**src/rtl/ssd_scan_ctrl.sv**
```systemverilog
// Scan controller for the 4-digit seven-segment RGB readout.
// Rotates the digit-select slot at a programmable rate and commits new
// R/G/B nibbles only at a frame boundary or while the display is blanked.
module ssd_scan_ctrl #(
  parameter int unsigned DIV_COUNT = 50000,
  parameter int unsigned CNT_W     = 16
) (
  input  logic       clk,
  input  logic       rst_n,
  input  logic       en,
  input  logic       upd_valid,
  output logic       upd_ready,
  input  logic [3:0] r_in,
  input  logic [3:0] g_in,
  input  logic [3:0] b_in,
  output logic [1:0] control,
  output logic [3:0] R,
  output logic [3:0] G,
  output logic [3:0] B,
  output logic       frame_done
);

  localparam logic [CNT_W-1:0] CNT_MAX = CNT_W'(DIV_COUNT - 1);

  typedef enum logic [1:0] {
    SLOT_BLANK = 2'b00,
    SLOT_R     = 2'b01,
    SLOT_G     = 2'b10,
    SLOT_B     = 2'b11
  } slot_e;

  slot_e            state_q;
  slot_e            state_d;
  logic [CNT_W-1:0] cnt_q;
  logic [11:0]      hold_q;
  logic             tick_c;
  logic             boundary_c;
  logic             commit_c;
  logic             hs_c;

  // The pending flag is the complement of upd_ready, so ready depends on state only.
  assign tick_c     = en && (cnt_q == CNT_MAX);
  assign boundary_c = tick_c && (state_q == SLOT_B);
  assign hs_c       = upd_valid && upd_ready;
  assign commit_c   = !upd_ready && (!en || boundary_c);
  assign control    = state_q;

  // Prescaler: counts slot length, held at zero while disabled.
  always_ff @(posedge clk or negedge rst_n) begin
    if (!rst_n) begin
      cnt_q <= '0;
    end else if (!en || tick_c) begin
      cnt_q <= '0;
    end else begin
      cnt_q <= cnt_q + CNT_W'(1);
    end
  end

  // Slot state register; drives control directly so it is glitch-free.
  always_ff @(posedge clk or negedge rst_n) begin
    if (!rst_n) begin
      state_q <= SLOT_BLANK;
    end else begin
      state_q <= state_d;
    end
  end

  // Slot sequencing: advance on tick, force blank while disabled.
  always_comb begin
    state_d = state_q;
    if (!en) begin
      state_d = SLOT_BLANK;
    end else if (tick_c) begin
      case (state_q)
        SLOT_BLANK: state_d = SLOT_R;
        SLOT_R:     state_d = SLOT_G;
        SLOT_G:     state_d = SLOT_B;
        SLOT_B:     state_d = SLOT_BLANK;
        default:    state_d = SLOT_BLANK;
      endcase
    end
  end

  // Frame boundary pulse, visible the cycle after the 11->00 tick.
  always_ff @(posedge clk or negedge rst_n) begin
    if (!rst_n) begin
      frame_done <= 1'b0;
    end else begin
      frame_done <= boundary_c;
    end
  end

  // Pending buffer and shadow display registers; capture and commit are exclusive.
  always_ff @(posedge clk or negedge rst_n) begin
    if (!rst_n) begin
      hold_q    <= '0;
      upd_ready <= 1'b1;
      R         <= '0;
      G         <= '0;
      B         <= '0;
    end else if (commit_c) begin
      R         <= hold_q[11:8];
      G         <= hold_q[7:4];
      B         <= hold_q[3:0];
      upd_ready <= 1'b1;
    end else if (hs_c) begin
      hold_q    <= {r_in, g_in, b_in};
      upd_ready <= 1'b0;
    end
  end

endmodule

```
**config.mk**
```make
export PLATFORM = sky130hd
export DESIGN_NAME = ssd_scan_ctrl
export DESIGN_NICKNAME = d
export VERILOG_FILES = /design/src/rtl/ssd_scan_ctrl.sv
export SDC_FILE = /design/constraint.sdc
export NUM_CORES = 1
export LEC_CHECK = 0
export ABC_CLOCK_PERIOD_IN_PS = 2480
export BUFFER_PORTS_ARGS = -buffer_cell sky130_fd_sc_hd__buf_2
export CAP_MARGIN = 20
export CORE_UTILIZATION = 50
export CTS_CLUSTER_DIAMETER = 120
export DETAILED_ROUTE_END_ITERATION = 16
export HOLD_SLACK_MARGIN = 0.06
export PLACE_DENSITY = 0.79
export SYNTH_ARGS = -nofsm -noshare
export SYNTH_HDL_FRONTEND = slang
export SYNTH_SLANG_ARGS = --single-unit
```
**constraint.sdc**
```tcl
create_clock -name clk -period 2.48 [get_ports clk]
set_input_delay 0.248 -clock clk [delete_from_list [all_inputs] [get_ports clk]]
set_output_delay 0.248 -clock clk [all_outputs]
set_load 0.01 [all_outputs]
```
==> qor.yml, run 1 <==
clocking:
  numCtsBuffers: 5
  htreeDepth: 2
  cts_buffer_depth: 2
  cts_setup_buffers: 0
  cts_sinks: 44
  clockRootBuffer: "clkbuf_8"
  insertion_delay_ps: 290
  cts_tree: "built"
  cts_hold_repair.buffers: 0
  path_clk_slew_ps: 80
  cts_resized: 0
logic_synthesis:
  synthTopCellsByCount: "dfrtp_1, mux2_2, nor2_1, xnor2_1, nand2_1"
  synth_most_common_cell: "dfrtp_1"
  synthTopCellsByArea: "dfrtp_1, mux2_2, xnor2_1"
  yosysWarnings: 0
  synth_edf_count: 0
  async_reset_ff_share_pct: 100
  yosysTopAreaCellShare_pct: 56.5
  yosys.area.top_type: "dfrtp_1"
  netlist-cell-type-count: 27
  syn_inst: 148
  synth-main-ff-cell: "dfrtp_1"
  syn_nets: 168
  yosysSeqAreaShare_pct: 57.9
  syn_avg_cell_area_um2: 12.9
  synth-seq-cells: 44
  syn_area_mm2: 0.00190
sta:
  period_minus_slack_ps: 2090
  fmax_ghz: 0.479
  setup_slack_ps: 392
  setup_tns_ps: 0
  skew_ps: 5.81
  relSlewSlack_pct: 39.0
  whs_ps: 81.6
  rsz0062_at_grt: "false"
  final_hold_viol_count: 0
  fin_crit_sh_pct: 84.2
  finalSetupViolations: 0
  worst_pin_slew_ps: 915
  slew_viol_final: 0
final_layout:
  final_layout_size_suffix_gt1_share_pct: 37.0
  final_nets: 203
  fillers: 294
  syn2layout_area_growth_pct: 15.5
  design_area_mm2: 0.00220
  utilization_pct: 60.0
  diodes: 0
setup_path:
  cp.arrival_ps: 2260
  startpoint_type: "flop"
  worstSetupEndpointType: "flop"
  reg2reg_depth: 5
  r2r_slack_ps: 390
  worst_r2r_endpoint: "G[0]$_DFFE_PN0P_"
  r2r-start: "cnt_q[0]$_DFF_PN0_"
  cp_data_required_time_ps: 2660
  critical_path_class: "reg -> reg"
  cp_max_fo: 12
drt:
  drc_errors: 0
  avgRoutedWirePerCell_um: 14.4
  viasPerCell: 5.35
  postRouteWirelength_um: 3350
  ant_nets: 0
  dr.pass1.iters: 3
  detail_route.iter0.violations: 57
  vias: 1242
power_and_ir_drop:
  power_density_mw_per_mm2: 782
  ir_drop_v: 0.000382
  leakage_nw: 0.990
placed_design:
  numPortBuffers: 31
  hpwl_um: 2430
  dp_slack_ps: 367
  gp_congestion: 0.749
  place_area_mm2: 0.00210
floorplan:
  pin_count: 32
  rows: 22
  coreArea_mm2: 0.00366
  dieArea_mm2: 0.00406
  die_h_um: 63.7
  start_util_pct: 52.0
  die_w_um: 63.7
global_routing:
  grt_antenna_before_repair: 0
  grt_usage_pct: 19.3
  first_global_vias: 1277
  grt_overflow: 0
  grt_max_degree: 45
  grt_pass1_wl_um: 5840
min_path:
  hp-class: "in -> async"
flow_run:
  maxCapViolations: 0
outcome:
  status: "complete, no violations"
-- layer usage --
layer / part of all wire (%) / GRT usage (%)
met5: 0 / 0
met4: 1.2 / 8.52
met3: 3.3 / 4.89
met2: 52 / 31.1
met1: 43 / 24.2
-- critical path: stages (launching register included) --
cell and delay, ps:
dfrtp_1 370, ha_1 250, and4_1 200, nand4_1 130, a21oi_2 590, mux2_2 420
-- where the power goes --
group	switching [mW]	internal (mW)	total, mW
logic	0.146	0.175	0.321
clock network	0.221	0.254	0.475
registers	0.0699	0.853	0.923
total	0.437	1.28	1.72
-- cell usage in the layout, fill, tap and decap left out, drive strengths merged --
| cell type | instances |
|---|---|
| ha | 4 |
| mux2i | 1 |
| nand2 | 7 |
| nor4 | 4 |
| dfstp | 1 |
| nor2b | 2 |
| a21oi | 1 |
| nor4b | 1 |
| clkbuf | 8 |
| xor2 | 3 |
| inv | 4 |
| a21boi | 1 |
| o311a | 1 |
| mux2 | 24 |
| dfrtp | 43 |
| and4bb | 2 |
| buf | 31 |
| and2 | 1 |
| nand3 | 4 |
| xnor2 | 11 |
| and3 | 2 |
| and4 | 1 |
| nand4 | 6 |
| nor2 | 18 |
| nor3 | 3 |
-- cell type report --
| type | instances | area, µm² | share of cell area (%) |
|---|---|---|---|
| timing repair buffer | 31 | 155 | 7.06 |
| multi-input combinational | 97 | 766 | 34.8 |
| clock buffer | 8 | 100 | 4.55 |
| inverter | 4 | 15.0 | 0.683 |
| tap | 48 | 60.1 | 2.73 |
| sequential | 44 | 1100 | 50.1 |
-- state kept, by name (all words and copies together), names as in the netlist --
register / cells
B: 4
G: 4
R: 4
cnt_q: 16
control: 2
frame_done: 1
hold_q: 12
upd_ready: 1
-- through the flow --
step / power, mW / std cells
6_report: 1.72 / 232
3_3_place_gp: 1.24 / 224
3_5_place_dp: 1.27 / 224
4_1_cts: 1.74 / 232
5_1_grt: 1.82 / 232
2_1_floorplan: 1.12 / 148
-- how the worst max path moves through the flow --
| stage | startpoint | end | slack, ps | cells after the start |
|---|---|---|---|---|
| after floorplan | control[1]$_DFFE_PN0N_ | B[2]$_DFFE_PN0P_ | 750 | 6 |
| after global placement | cnt_q[0]$_DFF_PN0_ | G[2]$_DFFE_PN0P_ | 480 | 5 |
| after detailed placement | cnt_q[0]$_DFF_PN0_ | G[0]$_DFFE_PN0P_ | 370 | 5 |
| after CTS | cnt_q[0]$_DFF_PN0_ | G[0]$_DFFE_PN0P_ | 370 | 5 |
| after global routing | cnt_q[0]$_DFF_PN0_ | B[0]$_DFFE_PN0P_ | 250 | 5 |
| final | cnt_q[0]$_DFF_PN0_ | G[0]$_DFFE_PN0P_ | 390 | 5 |
-- cells by family after synthesis --
family	share of synthesized area, %
AOI/OAI and AO/OA	1.38
xor gates and xnor gates	6.44
adders and majority gates	2.63
buffers and inverters	1.84
DFF	57.9
muxes	14.7
and+or+nand+nor	15.1
(Power assumes the default switching activity.)
==> run 2, diff against run 1 <==
- ABC_CLOCK_PERIOD_IN_PS: 2480 -> 1970
- clock period: 2.48 -> 1.97 ns (I/O delays scaled with it)
==> qor.yml, run 2 (synthesized netlist as in run 1, its figures left out) <==
floorplan:
  dieArea_mm2: 0.00406
  pin_count: 32
  die_w_um: 63.7
  die_h_um: 63.7
  start_util_pct: 52.0
  coreArea_mm2: 0.00366
  rows: 22
placed_design:
  numPortBuffers: 31
  hpwl_um: 2480
  gp_congestion: 0.756
  place_area_mm2: 0.00214
final_layout:
  final_layout_size_suffix_gt1_share_pct: 38.1
  reg_top3: "cnt_q: 16 flops, hold_q: 12 flops"
  regMostFlops: "cnt_q"
  design_area_mm2: 0.00224
  utilization_pct: 61.1
  layout_common_cells: "dfrtp_1, buf_2, mux2_2"
  syn2layout_area_growth_pct: 17.5
  final_nets: 208
  largest_register_ffs: 16
  fillers: 298
  diodes: 0
  multi_input_area_um2: 766
  final_common_cell: "dfrtp_1"
  seq_area_mm2: 0.00110
sta:
  finalSetupViolations: 0
  worst_pin_slew_ps: 553
  fin_crit_sh_pct: 91.6
  final_hold_viol_count: 0
  skew_ps: 5.78
  relSlewSlack_pct: 63.1
  period_minus_slack_ps: 1810
  slew_viol_final: 0
  fmax_ghz: 0.554
  rsz0062_at_grt: "false"
  setup_tns_ps: 0
drt:
  avgRoutedWirePerCell_um: 14.6
  viasPerCell: 5.26
  drc_errors: 0
  vias: 1246
  dr.pass1.iters: 4
  postRouteWirelength_um: 3460
  detail_route.iter0.violations: 66
  ant_nets: 0
clocking:
  clockRootBuffer: "clkbuf_8"
  insertion_delay_ps: 290
  numCtsBuffers: 5
  htreeDepth: 2
  path_clk_slew_ps: 80
  cts_tree: "built"
  cts_sinks: 44
  cts_buffer_depth: 2
  cts_resized: 0
global_routing:
  grt_max_degree: 45
  grt_overflow: 0
  grt_antenna_before_repair: 0
  first_global_vias: 1310
  grt_usage_pct: 19.9
  grt_pass1_wl_um: 6000
setup_path:
  startpoint_type: "flop"
  critical_path_class: "reg -> reg"
  worstSetupEndpointType: "flop"
  cp_max_fo: 12
  cp.arrival_ps: 1990
  cp_data_required_time_ps: 2150
power_and_ir_drop:
  ir_drop_v: 0.000613
  leakage_nw: 1.01
  power_density_mw_per_mm2: 949
outcome:
  status: "complete, no violations"
flow_run:
  maxCapViolations: 0
min_path:
  hp-class: "in -> reg"
==> run 2: critical path: stages (launching register included) <==
cell and delay, ps:
dfrtp_1 370, ha_1 260, and4_1 210, nand4_1 140, a21oi_2 210, buf_12 160
mux2_2 340
==> run 2: repair_timing <==
action | 4_1_cts | 5_1_grt
hold buffers | 1 | 0
setup buffers | 0 | 0
hold endpoints to repair | 43 | 0
endpoints found under the setup margin | 0 | 0
==> run 2: area by class of cell <==
cell class	count	area share [%]
Clock inverter	2	0.560
Tap cell	48	2.69
Timing Repair Buffer	36	9.29
Sequential cell	44	49.3
Inverter	4	0.672
Multi-Input combinational cell	97	34.2
Clock buffer	6	3.25
==> run 2: power breakdown <==
group | internal [mW] | switching [mW]
Sequential | 1.07 | 0.0888
Clock | 0.248 | 0.291
Combinational | 0.231 | 0.189
==> run 2: final timing paths <==
kind	startpoint	end	slack, ps	cells after the start
min	r_in[1]	hold_q[9]$_DFFE_PN0P_	130	2
min reg2reg	cnt_q[0]$_DFF_PN0_	cnt_q[0]$_DFF_PN0_	460	1
max	cnt_q[0]$_DFF_PN0_	R[0]$_DFFE_PN0P_	160	6
min in group asynchronous	rst_n	B[2]$_DFFE_PN0P_	510	3
max reg2reg	cnt_q[0]$_DFF_PN0_	R[0]$_DFFE_PN0P_	160	6
max in group asynchronous	rst_n	upd_ready$_DFFE_PN1P_	1090	3
==> run 2: layer usage <==
metal | global-route usage [%] | up-vias | wire, µm
met4 | 7.95 | 0 | 43
met1 | 24.5 | 630 | 1460
li1 | - | 588 | -
met5 | 0 | - | 0
met2 | 32.6 | 23 | 1830
met3 | 5.98 | 5 | 121
==> run 2: metrics by stage <==
stage                     setup WS, ps  hold WS, ps  cells  power [mW]
after floorplan                    244        -98.6    148        1.41
after global placement             221          288    228        1.57
after detailed placement           176          307    228        1.61
after CTS                          167          115    237        2.15
after global routing              46.9          125    237        2.24
final                              165          127    237        2.12
==> run 3, diff against run 2 <==
- ABC_AREA: not set -> 1
- GPL_ROUTABILITY_DRIVEN: not set -> 0
- SLEW_MARGIN: not set -> 40
==> qor.yml, run 3 <==
global_routing:
  grt_pass1_wl_um: 5910
  grt_antenna_before_repair: 0
  grt_max_degree: 45
  grt_usage_pct: 18.3
  first_global_vias: 1394
  grt_overflow: 0
power_and_ir_drop:
  power_density_mw_per_mm2: 971
  pwr-share-clk_pct: 34.6
  p_sw_mw: 0.558
  p_int_mw: 1.73
  comb_power_share_pct: 15.9
  ir_drop_v: 0.000777
  leakage_nw: 1.15
  total_power_mw: 2.29
  pwr-share-seq_pct: 49.4
  swShare_pct: 24.4
drt:
  viasPerCell: 4.96
  top_layer: "met4"
  wl_met3_um: 103
  ant_nets: 0
  routed-wl-met2_um: 1760
  dr.pass1.iters: 6
  detail_route.iter0.violations: 129
  postRouteWirelength_um: 3460
  drc_errors: 0
  vias: 1443
  wl_met1_um: 1550
  avgRoutedWirePerCell_um: 11.9
placed_design:
  place_area_mm2: 0.00220
  numPortBuffers: 31
  hpwl_um: 2470
  dp_slack_ps: 442
  placed_cells: 281
final_layout:
  final_layout_size_suffix_gt1_share_pct: 27.2
  multi_input_area_um2: 812
  final_nets: 262
  fillers: 321
  utilization_pct: 62.5
  layout_common_cells: "dfrtp_1, nand2_1, nor2_1"
  final_cells: 291
  reg_top3: "cnt_q: 16 flops, hold_q: 12 flops"
  final_common_cell: "dfrtp_1"
  largest_register_ffs: 16
  seq_area_mm2: 0.00110
  diodes: 0
  regMostFlops: "cnt_q"
  design_area_mm2: 0.00236
  syn2layout_area_growth_pct: 17.2
logic_synthesis:
  syn_inst: 205
  yosysSeqAreaShare_pct: 54.8
  synthTopCellsByCount: "dfrtp_1, nand2_1, nor2_1, nand3_1, inv_1"
  synth_edf_count: 0
  syn_area_mm2: 0.00201
  synth_most_common_cell: "dfrtp_1"
  syn_avg_cell_area_um2: 9.81
  syn_nets: 225
  synth-main-ff-cell: "dfrtp_1"
  async_reset_ff_share_pct: 100
  netlist-cell-type-count: 25
  synthTopCellsByArea: "dfrtp_1, nand2_1, mux2_2"
  yosys.area.top_type: "dfrtp_1"
  yosysWarnings: 0
  yosysTopAreaCellShare_pct: 53.5
  synth-seq-cells: 44
clocking:
  cts_hold_repair.buffers: 2
  cts_buffer_depth: 2
  numCtsBuffers: 5
  cts_setup_buffers: 0
  path_clk_slew_ps: 80
  clockRootBuffer: "clkbuf_8"
  insertion_delay_ps: 290
  cts_sinks: 44
  cts_resized: 0
  cts_tree: "built"
  htreeDepth: 2
floorplan:
  die_w_um: 65.4
  coreArea_mm2: 0.00377
  start_util_pct: 53.3
  die_h_um: 65.4
  pin_count: 32
  rows: 22
  dieArea_mm2: 0.00428
min_path:
  hp-start: "g_in[2]"
  hp-class: "in -> reg"
  holdPathStages: 2
  min_to: "hold_q[6]$_DFFE_PN0P_"
setup_path:
  cp_data_required_time_ps: 2160
  cp_max_fo: 19
  reg2reg_depth: 7
  startpoint_type: "flop"
  cp.arrival_ps: 1740
  worst_r2r_endpoint: "control[1]$_DFFE_PN0N_"
  worstSetupEndpointType: "flop"
  critical_path_class: "reg -> reg"
  r2r_slack_ps: 420
  r2r-start: "cnt_q[0]$_DFF_PN0_"
sta:
  setup_tns_ps: 0
  finalSetupViolations: 0
  relSlewSlack_pct: 63.5
  period_minus_slack_ps: 1550
  setup_slack_ps: 418
  worst_pin_slew_ps: 547
  skew_ps: 7.24
  fmax_ghz: 0.645
  final_hold_viol_count: 0
  whs_ps: 133
  slew_viol_final: 0
  fin_crit_sh_pct: 78.8
  rsz0062_at_grt: "false"
outcome:
  status: "complete, no violations"
flow_run:
  maxCapViolations: 0
-- run 3: cell types whose count changed after synthesis, sizes merged, moves of 3 or more --
| cell | delta |
|---|---|
| nand3 | +17 |
| xor2 | +5 |
| nor4 | -4 |
| nand4 | -6 |
| o21ai | +3 |
| nor2 | +18 |
| nand2 | +39 |
| inv | +12 |
| xnor2 | -9 |
| mux2 | -12 |
-- run 3: final cells by class --
cell class | instances | share of cell area, %
flip-flops and latches | 44 | 46.8
multi-input cells | 140 | 34.4
repair buffers | 35 | 8.07
clock buffers | 6 | 3.08
clock inverters | 2 | 2.55
inverters | 16 | 2.55
well taps | 48 | 2.55
-- run 3: cells by family after synthesis --
logic type | synth area share (%)
simple gates | 24.6
flops | 54.8
buf+inv | 4.79
mux | 6.72
xor+xnor | 4.36
compound gates | 2.18
fa+ha+maj | 2.49
-- run 3: power groups by stage --
stage               clock (mW)  sequential (mW)  combinational, mW
global route             0.849             1.15              0.413
floorplan                    0             1.18              0.185
global placement             0             1.15              0.357
detailed placement           0             1.15              0.369
finish                   0.793             1.13              0.365
CTS                      0.808             1.13              0.372
-- run 3: critical path: stages, from the launching register on --
cell     delay, ps
dfrtp_1        380
ha_1           250
nand3_4        110
nor2_4         120
nand2_2         80
nand2_2        290
nand3_1        110
o21ai_0        110
-- run 3: worst max path at each step --
stage	end	slack, ps	startpoint
floorplan	B[3]$_DFFE_PN0P_	530	cnt_q[0]$_DFF_PN0_
global placement	G[3]$_DFFE_PN0P_	510	cnt_q[0]$_DFF_PN0_
detailed placement	control[1]$_DFFE_PN0N_	440	cnt_q[0]$_DFF_PN0_
CTS	control[1]$_DFFE_PN0N_	420	cnt_q[0]$_DFF_PN0_
global route	control[1]$_DFFE_PN0N_	300	cnt_q[0]$_DFF_PN0_
finish	control[1]$_DFFE_PN0N_	420	cnt_q[0]$_DFF_PN0_
-- run 3: metal layers --
metal / vias up / track usage (%)
met5: - / 0
met4: 0 / 5.71
met3: 5 / 4.69
met2: 23 / 31.2
met1: 688 / 22.6
li1: 727 / -
